`config.mk`:
```
export PLATFORM = sky130hd
export DESIGN_NAME = adder
export DESIGN_NICKNAME = d
export VERILOG_FILES = /design/src/rtl/adder.sv
export SDC_FILE = /design/constraint.sdc
export NUM_CORES = 1
export LEC_CHECK = 0
export ABC_AREA = 1
export CORE_AREA = 2 2 39 41
export CTS_CLUSTER_SIZE = 16
export DETAILED_ROUTE_END_ITERATION = 7
export DIE_AREA = 0 0 41 43
export MAX_ROUTING_LAYER = met4
export PLACE_DENSITY_LB_ADDON = 0.15
export SYNTH_ARGS = -nofsm -noshare
export SYNTH_HDL_FRONTEND = slang
export SYNTH_SLANG_ARGS = --single-unit
```
`constraint.sdc`:
```
create_clock -name clk -period 0.8 [get_ports clk]
set_input_delay 0.16 -clock clk [delete_from_list [all_inputs] [get_ports clk]]
set_output_delay 0.16 -clock clk [all_outputs]
set_load 0.05 [all_outputs]
```
`src/rtl/adder.sv`:
```
// Registered two-level carry-lookahead adder: 4-bit lookahead groups, with a
// second lookahead level over the group (G,P) pairs. Result appears one cycle after the operands.
module adder #(
   parameter int unsigned WIDTH = 4
) (
   input  logic             clk,
   input  logic             rst,
   input  logic [WIDTH-1:0] be_add_number,
   input  logic [WIDTH-1:0] add_number,
   input  logic             Cin,
   output logic [WIDTH-1:0] sum,
   output logic             Cout
);

   localparam int unsigned NumGroups = WIDTH / 4;

   logic [WIDTH-1:0]     g;
   logic [WIDTH-1:0]     p;
   logic [WIDTH-1:0]     c;
   logic [WIDTH-1:0]     sum_comb;
   logic [NumGroups-1:0] grp_g;
   logic [NumGroups-1:0] grp_p;
   logic [NumGroups:0]   grp_c;
   logic                 cout_comb;

   always_comb begin
      g = be_add_number & add_number;
      p = be_add_number ^ add_number;
   end

   // First level: each group's carries are flat sums of products of g, p and the group carry-in.
   for (genvar j = 0; j < NumGroups; j++) begin : gen_group
      localparam int unsigned B = 4 * j;

      always_comb begin
         grp_g[j] = g[B+3]
                  | (p[B+3] & g[B+2])
                  | (p[B+3] & p[B+2] & g[B+1])
                  | (p[B+3] & p[B+2] & p[B+1] & g[B]);
         grp_p[j] = p[B+3] & p[B+2] & p[B+1] & p[B];
      end

      always_comb begin
         c[B]   = grp_c[j];
         c[B+1] = g[B] | (p[B] & grp_c[j]);
         c[B+2] = g[B+1]
                | (p[B+1] & g[B])
                | (p[B+1] & p[B] & grp_c[j]);
         c[B+3] = g[B+2]
                | (p[B+2] & g[B+1])
                | (p[B+2] & p[B+1] & g[B])
                | (p[B+2] & p[B+1] & p[B] & grp_c[j]);
      end
   end

   // Second level: every group carry-in is an independent product expansion over
   // the lower groups' (G,P), so no carry depends on another group's carry output.
   always_comb begin
      logic acc;
      logic term;
      acc      = 1'b0;
      term     = 1'b0;
      grp_c    = '0;
      grp_c[0] = Cin;
      for (int j = 0; j < NumGroups; j++) begin
         acc = 1'b0;
         for (int k = 0; k <= j; k++) begin
            term = grp_g[k];
            for (int m = k + 1; m <= j; m++) begin
               term = term & grp_p[m];
            end
            acc = acc | term;
         end
         term = Cin;
         for (int m = 0; m <= j; m++) begin
            term = term & grp_p[m];
         end
         grp_c[j+1] = acc | term;
      end
   end

   always_comb begin
      sum_comb  = p ^ c;
      cout_comb = grp_c[NumGroups];
   end

   always_ff @(posedge clk or posedge rst) begin
      if (rst) begin
         sum  <= '0;
         Cout <= 1'b0;
      end else begin
         sum  <= sum_comb;
         Cout <= cout_comb;
      end
   end

endmodule

```
**After elaboration in Yosys (flattened, before gate mapping)**

Cells that the tools add are included.

- Bitwise gates (word level): 29

Operator list:

| kind | count |
|---|---|
| 1-bit AND | 16 |
| 1-bit OR | 10 |
| 4-bit bitwise XOR | 2 |
| 4-bit AND | 1 |

- Register bits: 5
- Input port bits: 11
- Output and inout port bits: 5
- Logic and storage cells: 31

**Logic depth before layout (Yosys ltp)**

- Depth in word-level cells: 6
- Mapped depth: 7
- Gate-level depth less buffers: 7

**Least setup slack after synthesis**

No wires, ideal clock.

- Path type: input-to-reg
- Start: input be_add_number[2]
- End: register sum[3]
- Setup time: 0.117 ns
- Data arrival time: 0.881 ns
- Data required time: 0.683 ns
- Slack: -0.198 ns
- Cell stages on the path: 6
- Buffers on the path: 0
- Cells stage by stage: ha_1 > or2_0 > nand2_1 > nand2_1 > nand2_1 > nand2_1

- Word-level cells in the longest chain between the ends: 6
- Elaborated cells on any way between the ends: 11
- Classes of those cells: 11 x bitwise

Ends and longest elaborated chain:

| element | RTL line | text |
|---|---|---|
| from (decl) | 8 | `input logic [WIDTH-1:0] be_add_number,` |
| 4-bit bitwise XOR | 28 | `p = be_add_number ^ add_number;` |
| 1-bit AND (on tied branches) | 50, 51, 52 |  |
| 1-bit OR, or another cell as far along | 50 | `\| (p[B+2] & g[B+1])` |
| 1-bit OR / 1-bit AND (equally long branches) | 51, 52 |  |
| 1-bit OR (*) | 52 | `\| (p[B+2] & p[B+1] & p[B] & grp_c[j]);` |
| 4-bit bitwise XOR (*) | 83 | `sum_comb = p ^ c;` |
| named net sum_comb[3] | 20 | `logic [WIDTH-1:0] sum_comb;` |
| to (signal assigned) | 92 | `sum <= sum_comb;` |
| to (decl) | 11 | `output logic [WIDTH-1:0] sum,` |

The timed path passes the listed nets; every way through them passes the cells marked *.

**Worst setup path after layout**

- Start: register sum[3]
- End: output sum[3]

No word-level cell between the ends.

==> results.toml <==
[timing]
fmax_ghz = 1.071
rsz0062_at_grt = "true"
setup_viol = 5
slew_headroom_pct = 88.38
hold_viol_final = 0
fin_crit_ns = 0.9338
period_share_pct = 116.7
worstMarginPinSlew_ns = 0.1741
slew_violations = 0
setup_ws_ns = -0.1338
timing.hold.ws_ns = 0.1229

[logic_synthesis]
synth_compound_gate_area_share_pct = 1.575
synth_edf_count = 0
synth_cell_types = 12
synthAdderAreaFrac_pct = 22.05
synth_top_family_by_area = "simple AND/OR/NAND/NOR gates"
muxShareOfSynthArea_pct = 0
ys_ff_latch = 5
synthArstFlopShare_pct = 100.0
synthesis.nets = 53
avgSynthCellArea_um2 = 8.589
synth-xor-area-share_pct = 2.756
yosys.area_share.simple_pct = 24.80
yosys-top-cells-count = "inv_1 (8), nand2_1 (8), dfrtp_1 (5)"
netlist_top_cells_area = "dfrtp_1 (39%), ha_1 (16%), inv_1 (9.4%)"
ys.warnings.count = 0
synth_top_area_share_pct = 39.37
synthesis.area_um2 = 317.8
yosysSeqAreaShare_pct = 39.37
syn_inst = 37
synth_area_leader_cell = "dfrtp_1"
ys.flop_type = "dfrtp_1"

[cells_and_area]
diodes = 0
area_growth_pct = 105.5
num-nets-final = 78
drive_above_1_share_pct = 47.54
fillCellCount = 135

[floorplanning]
ios = 16
die_w_um = 41
die_area_mm2 = 0.001763
fp-row-count = 14
die_y_um = 43
coreArea_mm2 = 0.001384
initial_core_util_pct = 22.97

[worst_hold_path]
hold_class = "input pin to async pin"

[detailed_routing]
drt_iter0_markers = 2
dr.pass1.iters = 2
vias = 324
antenna_left = 0
drc = 0
avgViaCountPerCell = 4.208
wl_um = 628
wire_per_inst_um = 8.156

[cts]
cts_max_path_buffers = 2
htreeDepth = 1
cts_sinks = 5
cts_tree = "built"
cts_buffers = 3
path_clk_slew_ns = 0.04
cts_root_buf = "clkbuf_4"

[global_routing]
grtUsageTotal_pct = 9.607
antenna_found_initial = 0
grt_pass1_vias = 314
grt-ovfl-total = 0
grt_max_degree = 6
grt_pass1_wl_um = 1090

[worst_setup_path]
arrival_ns = 0.77
critPathKind = "flip-flop to primary output"
crit_path_max_fanout = 1
slowest_delay_ns = 0.39
worst-path-buf-inv = 1
cp-end-kind = "primary output"
slowest_stage = "dfrtp_1"
critPathTopFamily = "flip-flops"
required_ns = 0.64
crit_path_start_kind = "flip-flop"
crit_chain = "buf_12"

[pwr]
leakagePower_uw = 0.0003272
pwr_density_cell_mw_per_mm2 = 1776
vdd_drop_max_mv = 0.5101
power_uw = 1160

[status]
status = "finished with violations"
violations = "negative setup slack"

[placed_design]
place_congestion = 0.6959
post-place-ws_ns = -0.6863
hpwl_um = 539.1
numPortBuffers = 15

[flow_run]
drv_cap = 0
report_power, final:
part	total, uW	switching (uW)	internal (uW)
Combinational	556	268	288
Clock	278	89.9	188
Sequential	326	31.3	295
Total	1160	389	771
cells by family (layout without fill, tap and decap cells):
kind of cell             Yosys count  in the layout
AO/OA/AOI/OAI                      1              1
XOR/XNOR                           1              1
adder cells (fa/ha/maj)            5              5
buffers and inverters              8             32
flip-flops                         5              5
AND/OR/NAND/NOR                   17             17
registers in the layout, indices dropped and copies added (netlist names):
signal / flops
Cout: 1
sum: 4
repair_timing:
action | in CTS | in global routing
resized for setup | 36 | 2
setup endpoints to repair | 10 | 7
pin swaps | 8 | 4
hold buffers | 0 | 0
setup buffers | 1 | 0
cell type report:
class / count / area, um2 / area share [%]
multi-input cells: 24 / 225.2 / 34.48
well taps: 16 / 20.02 / 3.065
repair buffers: 20 / 219.0 / 33.52
flip-flops and latches: 5 / 125.1 / 19.16
clock buffers: 4 / 26.28 / 4.023
inverters: 8 / 37.54 / 5.747
stage by stage:
stage	TNS (ns)	util, %	area (um2)	instances
floorplan	-0.1542	-	365.4	37
global placement	-2.982	44.48	615.6	72
detailed placement	-3.065	44.48	615.6	72
CTS	-0.7268	46.75	646.9	77
global route	-0.8052	47.20	653.1	77
finish	-0.6555	47.20	653.1	77
layer usage:
| layer | vias up | GRT usage [%] | part of all wire, % |
|---|---|---|---|
| li1 | 163 | - | - |
| met2 | 11 | 14.69 | 50 |
| met5 | - | - | 0 |
| met1 | 148 | 9.121 | 39 |
| met3 | 2 | 1.571 | 8.0 |
| met4 | 0 | 10.00 | 2.1 |
cells in the final DEF, fill, tap and decap left out, types with 2 or more instances in the layout:
cell,count
ha_4,4
dfrtp_1,5
buf_12,5
buf_4,6
nand4_1,2
buf_2,4
nand3_1,3
inv_1,6
clkbuf_4,3
dlygate4sd2_1,2
nand2_1,8
final timing paths:
kind,from,endpoint,cells past startpoint
max in group asynchronous,rst,sum[0],2
hold / removal,rst,Cout,2
setup / recovery,sum[3],sum[3],1
min in group clk,add_number[2],Cout,5
Power figures use the tool's default switching activity.
